File: src/rtl/wb_commit_unit.sv
// wb_commit_unit: in-order writeback commit stage for the X__W protocol.
//
// Several execute pipes present results (pc/seq_num/waddr/wdata/wen) with val/rdy. Only
// the message whose seq_num equals the expected sequence number is accepted. On acceptance
// the block drives one registered register-file write port and a registered commit
// notification, each a one-cycle pulse.
//
// Ports:
//   clk, rst            clock, asynchronous active-high reset
//   in_val/in_rdy       per-pipe handshake (in_rdy is one-hot or zero)
//   in_pc, in_seq_num, in_waddr, in_wdata, in_wen   per-pipe message fields, packed by pipe
//   rf_wen/rf_waddr/rf_wdata                         registered register-file write
//   commit_val/commit_pc/commit_seq_num              registered commit notification
//   stall_cycles        (only with WB_COMMIT_STALL_CNT_EN) saturating count of cycles with
//                       valid input but no pipe holding the expected seq_num
//
// Optional feature macro: WB_COMMIT_STALL_CNT_EN

module wb_commit_unit #(
   parameter int unsigned p_num_pipes    = 2,
   parameter int unsigned p_seq_num_bits = 5
) (
   input  logic                                  clk,
   input  logic                                  rst,
   input  logic [p_num_pipes-1:0]                in_val,
   output logic [p_num_pipes-1:0]                in_rdy,
   input  logic [p_num_pipes*32-1:0]             in_pc,
   input  logic [p_num_pipes*p_seq_num_bits-1:0] in_seq_num,
   input  logic [p_num_pipes*5-1:0]              in_waddr,
   input  logic [p_num_pipes*32-1:0]             in_wdata,
   input  logic [p_num_pipes-1:0]                in_wen,
`ifdef WB_COMMIT_STALL_CNT_EN
   output logic [15:0]                           stall_cycles,
`endif
   output logic                                  rf_wen,
   output logic [4:0]                            rf_waddr,
   output logic [31:0]                           rf_wdata,
   output logic                                  commit_val,
   output logic [31:0]                           commit_pc,
   output logic [p_seq_num_bits-1:0]             commit_seq_num
);

   logic [p_seq_num_bits-1:0] exp_seq_q, exp_seq_d;
   logic                      rf_wen_q, rf_wen_d;
   logic [4:0]                rf_waddr_q, rf_waddr_d;
   logic [31:0]               rf_wdata_q, rf_wdata_d;
   logic                      commit_val_q, commit_val_d;
   logic [31:0]               commit_pc_q, commit_pc_d;
   logic [p_seq_num_bits-1:0] commit_seq_q, commit_seq_d;

   logic [p_num_pipes-1:0]    grant;
   logic                      any_match;
   logic                      accept;
   logic [31:0]               win_pc;
   logic [p_seq_num_bits-1:0] win_seq;
   logic [4:0]                win_waddr;
   logic [31:0]               win_wdata;
   logic                      win_wen;

   // Priority select: lowest-index pipe holding the expected seq_num wins.
   always_comb begin
      grant     = '0;
      any_match = 1'b0;
      win_pc    = '0;
      win_seq   = '0;
      win_waddr = '0;
      win_wdata = '0;
      win_wen   = 1'b0;
      for (int i = 0; i < p_num_pipes; i++) begin
         if (in_val[i] && (in_seq_num[i*p_seq_num_bits +: p_seq_num_bits] == exp_seq_q)
             && !any_match) begin
            any_match = 1'b1;
            grant[i]  = 1'b1;
            win_pc    = in_pc[i*32 +: 32];
            win_seq   = in_seq_num[i*p_seq_num_bits +: p_seq_num_bits];
            win_waddr = in_waddr[i*5 +: 5];
            win_wdata = in_wdata[i*32 +: 32];
            win_wen   = in_wen[i];
         end
      end
   end

   // Ready is withheld during reset so nothing in flight is accepted.
   assign in_rdy = rst ? '0 : grant;
   assign accept = any_match && !rst;

   always_comb begin
      exp_seq_d    = exp_seq_q;
      rf_wen_d     = 1'b0;
      rf_waddr_d   = rf_waddr_q;
      rf_wdata_d   = rf_wdata_q;
      commit_val_d = 1'b0;
      commit_pc_d  = commit_pc_q;
      commit_seq_d = commit_seq_q;
      if (accept) begin
         exp_seq_d    = exp_seq_q + p_seq_num_bits'(1);  // wraps naturally
         rf_wen_d     = win_wen && (win_waddr != 5'd0);  // x0 is never written
         rf_waddr_d   = win_waddr;
         rf_wdata_d   = win_wdata;
         commit_val_d = 1'b1;
         commit_pc_d  = win_pc;
         commit_seq_d = win_seq;
      end
   end

   always_ff @(posedge clk or posedge rst) begin
      if (rst) begin
         exp_seq_q    <= '0;
         rf_wen_q     <= 1'b0;
         rf_waddr_q   <= '0;
         rf_wdata_q   <= '0;
         commit_val_q <= 1'b0;
         commit_pc_q  <= '0;
         commit_seq_q <= '0;
      end else begin
         exp_seq_q    <= exp_seq_d;
         rf_wen_q     <= rf_wen_d;
         rf_waddr_q   <= rf_waddr_d;
         rf_wdata_q   <= rf_wdata_d;
         commit_val_q <= commit_val_d;
         commit_pc_q  <= commit_pc_d;
         commit_seq_q <= commit_seq_d;
      end
   end

   assign rf_wen         = rf_wen_q;
   assign rf_waddr       = rf_waddr_q;
   assign rf_wdata       = rf_wdata_q;
   assign commit_val     = commit_val_q;
   assign commit_pc      = commit_pc_q;
   assign commit_seq_num = commit_seq_q;

`ifdef WB_COMMIT_STALL_CNT_EN
   logic [15:0] stall_q, stall_d;

   always_comb begin
      stall_d = stall_q;
      if ((|in_val) && !any_match && (stall_q != 16'hFFFF)) begin
         stall_d = stall_q + 16'd1;
      end
   end

   always_ff @(posedge clk or posedge rst) begin
      if (rst) begin
         stall_q <= '0;
      end else begin
         stall_q <= stall_d;
      end
   end

   assign stall_cycles = stall_q;
`endif

endmodule

File: config.mk
export PLATFORM = sky130hd
export DESIGN_NAME = wb_commit_unit
export DESIGN_NICKNAME = d
export VERILOG_FILES = /design/src/rtl/wb_commit_unit.sv
export SDC_FILE = /design/constraint.sdc
export NUM_CORES = 1
export LEC_CHECK = 0
export CORE_MARGIN = 2
export CORE_UTILIZATION = 40
export DETAILED_ROUTE_END_ITERATION = 8
export PLACE_DENSITY = 0.87
export SLEW_MARGIN = 25
export SYNTH_ARGS = -nofsm -noshare
export SYNTH_HDL_FRONTEND = slang
export SYNTH_SLANG_ARGS = --single-unit
File: constraint.sdc
create_clock -name clk -period 3.65 [get_ports clk]
set_input_delay 0.73 -clock clk [delete_from_list [all_inputs] [get_ports clk]]
set_output_delay 0.73 -clock clk [all_outputs]
set_load 0.005 [all_outputs]
# Word-level counts from Yosys, hierarchy flattened
# Cells that the tools add are included.
dict set report word_totals {
  ff_bits 81
  latch_bits 0
  mem_bits_rw 0
  romBits 0
  output_inout_bits 78
  elab_cells 34
  memories 0
}
dict set report op_classes {
  add_sub_neg 1
  n_mul 0
  div 0
  magnitude_cmp 0
  n_eq_ne 2
  shifts 0
  muxes 16
  bitwise 0
  n_reduce_logical 8
}
# operator count
set op_table {}
lappend op_table {{two-way mux 32 bit} 4}
lappend op_table {{two-way mux 5 bit} 4}
lappend op_table {{== test 5 bit} 2}
lappend op_table {{two-way mux 1 bit} 7}
lappend op_table {{adder 5 x 1 -> 5 bit (second input constant)} 1}
lappend op_table {{logical AND 1 bit} 5}
lappend op_table {{nonzero test 5 bit} 1}
lappend op_table {{zero test 1 bit} 2}
lappend op_table {{two-way mux 2 bit} 1}

# Logic depth before layout (Yosys ltp)
# Gate-level depths: netlist (run 1).
dict set report depth {
  word_depth 9
  depth_mapped 9
}

# Least setup slack after synthesis (run 1)
# No wires, ideal clock.
dict set report synth_path {
  path_type {in2reg}
  from {input port rst}
  to {register exp_seq_q[1]}
  t_arrival_ns 3.256
  setup_slack_ns 0.267
  stages 4
  n_path_buf 0
  cell_sequence {inv_1 -> o21ai_4 -> inv_2 -> mux2_1}
}
dict set report synth_between {
  elab_chain_cells 2
}
# item line_no
set synth_lines {}
lappend synth_lines {{from (decl)} 24} ;# input logic rst,
lappend synth_lines {{zero test 1 bit (no line)} n/a}
lappend synth_lines {{logical AND 1 bit} 85} ;# assign accept = any_match && !rst;
lappend synth_lines {{net accept} 53} ;# logic accept;
lappend synth_lines {{to (signal assigned)} 116} ;# exp_seq_q <= exp_seq_d;
lappend synth_lines {{to (decl)} 43} ;# logic [p_seq_num_bits-1:0] exp_seq_q, exp_seq_d;
# The timed path passes the listed nets, and every way through them passes these cells.
# A chain may end at the register's enable or synchronous reset.

# Worst setup path after layout (run 1)
dict set report layout_path {
  from {input port in_seq_num[6]}
  to {output port in_rdy[1]}
}
dict set report layout_between {
  elab_chain_cells 5
}
# item line_no
set layout_lines {}
lappend layout_lines {{from (decl)} 28} ;# input logic [p_num_pipes*p_seq_num_bits-1:0] in_seq_num,
lappend layout_lines {{== test 5 bit} 70} ;# if (in_val[i] && (in_seq_num[i*p_seq_num_bits +: p_seq_num_bits] == exp_seq_q)
lappend layout_lines {{logical AND 1 bit} 70}
lappend layout_lines {{logical AND 1 bit} 71} ;# && !any_match) begin
lappend layout_lines {{two-way mux 1 bit} 70}
lappend layout_lines {{two-way mux 2 bit} 84} ;# assign in_rdy = rst ? '0 : grant;
lappend layout_lines {{to (decl)} 26} ;# output logic [p_num_pipes-1:0] in_rdy,
# No other way between the ends.

==> impl_metrics.yaml, run 1 <==
floorplanning:
  rows: 39
  start_util: 0.406
  die_area_um2: 12300
  ios: 232
  die_h_um: 111
  die_x_um: 111
  design.core.area_um2: 11300
worst_setup_path:
  arrival_ns: 2.69
  r2r-end: "commit_pc[14]$_DFFE_PP0P_"
  path_buf_inv: 2
  cpLargestDelayFamily: "buffers and inverters"
  path_cells: "clkdlybuf4s50_1 > xnor2_1 > nand3_2 > or3_1 > nor3_1 > clkdlybuf4s50_1"
  reg2reg_slack_ns: 0.87
  cpMaxStageDelayCell: "clkdlybuf4s50_1"
  r2r-start: "exp_seq_q[0]$_DFFE_PP0P_"
  crit_start: "in_seq_num[6]"
  cp-end-kind: "output pin"
  required_ns: 2.92
  crit_path_max_incr_delay_ns: 0.56
  cp_max_fo: 4
  crit_path_end: "in_rdy[1]"
  ff2ff_path_depth: 7
  cpMostUsedCell: "clkdlybuf4s50_1"
  crit_type: "input pin to output pin"
  cp-start-kind: "input pin"
  crit_cells: 6
timing:
  slew_violations: 0
  period_share: 0.937
  final_hold_viol_count: 0
  max_freq_ghz: 0.292
  period_minus_slack_ns: 3.42
  tightest_slew_ns: 0.804
  rsz0062_at_grt: "no"
  fin_ws_ns: 0.230
  finClkSkew_ns: 0.00830
  max-slew-margin-rel: 0.464
  setup_viol: 0
  setup-tns-final_ns: 0
global_route:
  grt_pass1_wl_mm: 25.7
  grt_remaining_overflow: 0
  use_met2: 0.426
  grt_max_degree: 76
  antenna_found_initial: 0
  met1_usage: 0.317
  track_usage: 0.255
  grt_pass1_vias: 5082
  top_usage_layer: "met2"
  grtUsageMet3: 0.0558
cts:
  path_clk_slew_ns: 0.06
  cts_tree: "built"
  cts_sinks: 81
  htree_num_levels: 3
  cts_setup_buffers: 0
  ctsLongestPathBuffers: 2
  cts_inserted_buffers: 9
  cts-resized-gates: 0
  hold_buffers: 0
  root_buffer: "clkbuf_16"
  clk_latency_ns: 0.33
pwr:
  finalPower_mw: 4.20
  irDropWorstVdd_mv: 0.291
  power.density_nw_per_um2: 578
  p_leak_nw: 2.66
routing:
  wl_per_cell_um: 19.5
  num_vias: 4954
  firstDrtPassIters: 6
  remaining_drc_errors: 0
  drtAntennaViolNets: 0
  routed_wl_mm: 15.9
  drtIter0Drc: 339
  vias_per_cell: 6.06
placed_design:
  portBuffers: 231
  dpl.hpwl_mm: 10.9
  gp_routability_congestion: 0.840
  place_ws_ns: 0.236
final_layout:
  layout_commonest_cell: "clkdlybuf4s50_1"
  diodes: 0
  drive_gt1_frac: 0.0653
  nets: 824
  area_delta_synth_final_pct: 58.7
  final_cell_mix: "clkdlybuf4s50_1, dfrtp_1, nand2_1, a21oi_1"
logic_synthesis:
  synth-compound-area-share: 0.368
  synth_area_leaders: "dfrtp_1, a2111oi_0, o2bb2ai_1"
  netlist_instances: 474
  synth_fa_ha_area_frac: 0.00274
  syn_nets: 629
  synth_warnings: 0
  synth.distinct_cells: 37
  synth_mux_area_frac: 0.00711
  synth_top_area_cell: "dfrtp_1"
  synth-seq-cells: 81
  synthSimpleGateAreaFrac: 0.0815
  synth_top_area_frac: 0.443
  synth_xor_area_frac: 0.0304
  syn_area_um2: 4570
  syn_area_per_cell_um2: 9.65
  synth_top_family_by_area: "compound AO/OA/AOI/OAI gates"
  seq_area_frac_synth: 0.443
status:
  outcome: "finished, final reports clean"
hold_path:
  min_path_type: "flip-flop to flip-flop"
run:
  drv_cap: 0
[worst reg2reg max path, stage by stage, from the launching register on]
cell	delay [ns]
dfrtp_1	0.48
xnor2_1	0.18
nand2_2	0.11
buf_4	0.57
nor3_2	0.23
o21ai_4	0.43
buf_4	0.49
o2bb2ai_1	0.20
[final cells by class]
| type | instances | area (um^2) |
|---|---|---|
| fill | 879 | 4010 |
| timing repair buffer | 247 | 2440 |
| multi-input combinational | 328 | 2260 |
| sequential | 81 | 2030 |
| clock buffer | 11 | 243 |
| tap | 143 | 179 |
| clock inverter | 5 | 103 |
| inverter | 2 | 8.76 |
[power by group]
group	total [mW]	switching (mW)	internal [mW]
combinational	1.68	0.646	1.03
sequential	1.49	0.232	1.26
clock	1.03	0.346	0.686
[state kept, by name, summed over array words and instances, names as in the netlist]
name,count
commit_pc,32
commit_seq_num,5
commit_val,1
exp_seq_q,5
rf_waddr,5
rf_wdata,32
rf_wen,1
[per-stage QoR]
| step | std cells | area [um^2] | util | hold WS [ns] |
|---|---|---|---|---|
| global route | 817 | 7260 | 0.644 | 0.508 |
| floorplan | 474 | 4570 | - | 0.479 |
| detailed placement | 801 | 6920 | 0.613 | 0.473 |
| global placement | 801 | 6920 | 0.613 | 0.471 |
| CTS | 817 | 7260 | 0.644 | 0.488 |
| finish | 817 | 7260 | 0.644 | 0.486 |
[cell usage after synthesis]
cell type / n
mux2_2: 1
or4_1: 3
a2bb2oi_1: 3
a21oi_1: 71
o21ai_0: 1
a211oi_2: 1
buf_4: 7
ha_1: 1
or3_1: 1
nor3_2: 1
nand2_1: 72
nand3_2: 1
buf_2: 21
buf_6: 1
nor2_1: 1
xnor2_2: 1
mux2_1: 1
o2bb2ai_1: 70
o211ai_1: 1
o21ai_4: 1
and2_1: 2
nor4_1: 1
a2111oi_0: 70
inv_2: 1
o2111ai_1: 2
o31ai_1: 2
clkbuf_1: 33
xor2_1: 6
xnor2_1: 8
inv_1: 1
mux2i_1: 1
dfrtp_1: 81
nand3b_1: 2
nand3_1: 1
nor2b_1: 1
nor3_1: 1
dlygate4sd1_1: 1
[routing by layer]
metal  wire length [um]  share of wire  up-vias
li1                   -              -     2248
met1               6320           0.40     2377
met2               7760           0.49      282
met3               1310          0.082       47
met4                537          0.034        0
met5                  0              0        -
[worst min-delay path by stage]
stage / startpoint / endpoint / slack (ns) / cells past startpoint
2_1_floorplan: commit_pc[0]$_DFFE_PP0P_ / commit_pc[0]$_DFFE_PP0P_ / 0.48 / 1
3_3_place_gp: commit_pc[8]$_DFFE_PP0P_ / commit_pc[8]$_DFFE_PP0P_ / 0.47 / 1
3_5_place_dp: rf_wdata[6]$_DFFE_PP0P_ / rf_wdata[6]$_DFFE_PP0P_ / 0.47 / 1
4_1_cts: commit_pc[8]$_DFFE_PP0P_ / commit_pc[8]$_DFFE_PP0P_ / 0.49 / 1
5_1_grt: rf_wdata[17]$_DFFE_PP0P_ / rf_wdata[17]$_DFFE_PP0P_ / 0.51 / 1
6_report: commit_pc[13]$_DFFE_PP0P_ / commit_pc[13]$_DFFE_PP0P_ / 0.49 / 1
[logic make-up (layout without fill, tap and decap cells)]
kind of cell / Yosys count / count (layout)
AND/OR/NAND/NOR: 87 / 87
buffers and inverters: 65 / 265
XOR/XNOR: 15 / 15
adder cells (fa/ha/maj): 1 / 1
AO/OA/AOI/OAI: 222 / 222
multiplexers: 3 / 3
flip-flops: 81 / 81
Power figures use the tool's default switching activity.
==> inputs of run 2 (changes only) <==
--- a/config.mk
+++ b/config.mk
@@ -5,6 +5,7 @@
 export SDC_FILE = /design/constraint.sdc
 export NUM_CORES = 1
 export LEC_CHECK = 0
+export CAP_MARGIN = 15
 export CORE_MARGIN = 2
 export CORE_UTILIZATION = 40
 export DETAILED_ROUTE_END_ITERATION = 8
==> constraint.sdc (replaced) <==
create_clock -name clk -period 4.3 [get_ports clk]
set_input_delay 0.86 -clock clk [delete_from_list [all_inputs] [get_ports clk]]
set_output_delay 0.86 -clock clk [all_outputs]
set_load 0.005 [all_outputs]
==> impl_metrics.yaml, run 2 (synthesized netlist as in run 1, its figures left out) <==
status:
  outcome: "finished, final reports clean"
global_route:
  track_usage: 0.256
  grt_pass1_vias: 5062
  grt_pass1_wl_mm: 25.6
  grt_remaining_overflow: 0
  grt_max_degree: 76
  antenna_found_initial: 0
cts:
  cts_setup_buffers: 0
  clk_latency_ns: 0.33
  cts-resized-gates: 0
  cts_sinks: 81
  hold_buffers: 0
  path_clk_slew_ns: 0.06
  cts_tree: "built"
  cts_inserted_buffers: 9
  root_buffer: "clkbuf_16"
  htree_num_levels: 3
  ctsLongestPathBuffers: 2
final_layout:
  fin_cells: 812
  final_cell_mix: "clkdlybuf4s50_1, dfrtp_1, nand2_1, a21oi_1"
  diodes: 0
  area_delta_synth_final_pct: 57.4
  fin_util: 0.639
  drive_gt1_frac: 0.0553
  layout_commonest_cell: "clkdlybuf4s50_1"
  nets: 819
routing:
  num_vias: 4911
  drtAntennaViolNets: 0
  vias_per_cell: 6.05
  remaining_drc_errors: 0
  wl_per_cell_um: 19.8
  routed_wl_mm: 16.1
  drtIter0Drc: 461
  firstDrtPassIters: 5
run:
  drv_cap: 0
pwr:
  power.density_nw_per_um2: 486
  pwr-share-comb: 0.403
  swShare: 0.292
  p_int_mw: 2.48
  irDropWorstVdd_mv: 0.297
  power_frac_seq: 0.362
  p_clk_frac: 0.235
  p_leak_nw: 2.63
  p_switching_mw: 1.02
worst_setup_path:
  cpMostUsedCell: "clkdlybuf4s50_1"
  arrival_ns: 2.85
  cp-start-kind: "input pin"
  crit_path_max_incr_delay_ns: 0.55
  cp-end-kind: "output pin"
  cpLargestDelayFamily: "buffers and inverters"
  required_ns: 3.44
  cpMaxStageDelayCell: "clkdlybuf4s50_1"
  path_cells: "clkdlybuf4s50_1 > xnor2_1 > nand3_2 > or3_1 > nor3_1 > clkdlybuf4s50_1"
  cp_max_fo: 4
  path_buf_inv: 2
  crit_type: "input pin to output pin"
placed_design:
  place_inst: 796
  gp_routability_congestion: 0.829
  portBuffers: 231
  dpl.hpwl_mm: 10.5
floorplanning:
  design.core.area_um2: 11300
  die_x_um: 111
  die_area_um2: 12300
  die_h_um: 111
  ios: 232
  rows: 39
  start_util: 0.406
timing:
  period_minus_slack_ns: 3.71
  finClkSkew_ns: 0.00578
  setup_viol: 0
  tightest_slew_ns: 0.786
  max_freq_ghz: 0.270
  setup-tns-final_ns: 0
  period_share: 0.862
  final_hold_viol_count: 0
  slew_violations: 0
  rsz0062_at_grt: "no"
  max-slew-margin-rel: 0.476
hold_path:
  min_path_type: "flip-flop to flip-flop"
## run 2: cell types whose count changed in the layout (fill, tap and decap cells not counted), sizes merged
cell / before / now
clkbuf: 11 / 14
clkinv: 2 / 1
clkinvlp: 1 / 0
buf: 17 / 12
bufinv: 3 / 2
## run 2: routing by layer
layer  wire [um]  vias to the layer above  GRT usage  share of wire
li1            -                     2230          -              -
met1        6470                     2401      0.314           0.40
met2        8090                      245      0.446           0.50
met3        1090                       35     0.0465          0.068
met4         416                        0      0.103          0.026
met5           0                        -          0              0
## run 2: metrics by stage
stage / worst slack (ns) / hold WS [ns] / total power, mW / cell area, um^2
after detailed placement: 0.589 / 0.473 / 2.67 / 6880
after global routing: 0.443 / 0.500 / 3.67 / 7200
after floorplan: 0.787 / 0.479 / 1.76 / 4570
after global placement: 0.588 / 0.471 / 2.63 / 6880
after CTS: 0.588 / 0.491 / 3.52 / 7200
final: 0.592 / 0.488 / 3.50 / 7200
## run 2: area by class of cell
class                   instances  area, um^2
multi-input cells             328        2260
well taps                     143         179
clock inverters                 2        60.1
clock buffers                  14         264
fillers                       932        4070
repair buffers                242        2400
inverters                       2        8.76
flip-flops and latches         81        2030
## run 2: final timing paths
path	slack, ns	start	endpoint	cells past startpoint
worst max-delay path	0.59	in_seq_num[7]	in_rdy[1]	6
worst min-delay path	0.49	rf_waddr[3]$_DFFE_PP0P_	rf_waddr[3]$_DFFE_PP0P_	1
worst max register to register	1.45	exp_seq_q[0]$_DFFE_PP0P_	rf_wdata[23]$_DFFE_PP0P_	7
worst min register to register	0.49	rf_waddr[3]$_DFFE_PP0P_	rf_waddr[3]$_DFFE_PP0P_	1
max in group asynchronous	2.30	rst	rf_wdata[15]$_DFFE_PP0P_	3
min in group asynchronous	0.90	rst	exp_seq_q[1]$_DFFE_PP0P_	2
## run 2: worst reg2reg max path, delay by kind of cell, from the launching register on
family          cells  cell delay, ns
buf+inv             2            1.02
compound gates      2            0.80
flops               1            0.48
simple gates        2            0.30
xor+xnor            1            0.18
## run 2: power groups by stage
stage | combinational [mW] | sequential [mW] | clock [mW]
after floorplan | 0.501 | 1.26 | 0
after global placement | 1.37 | 1.26 | 0
after detailed placement | 1.41 | 1.27 | 0
after CTS | 1.41 | 1.27 | 0.840
after global routing | 1.50 | 1.30 | 0.872
final | 1.41 | 1.27 | 0.823
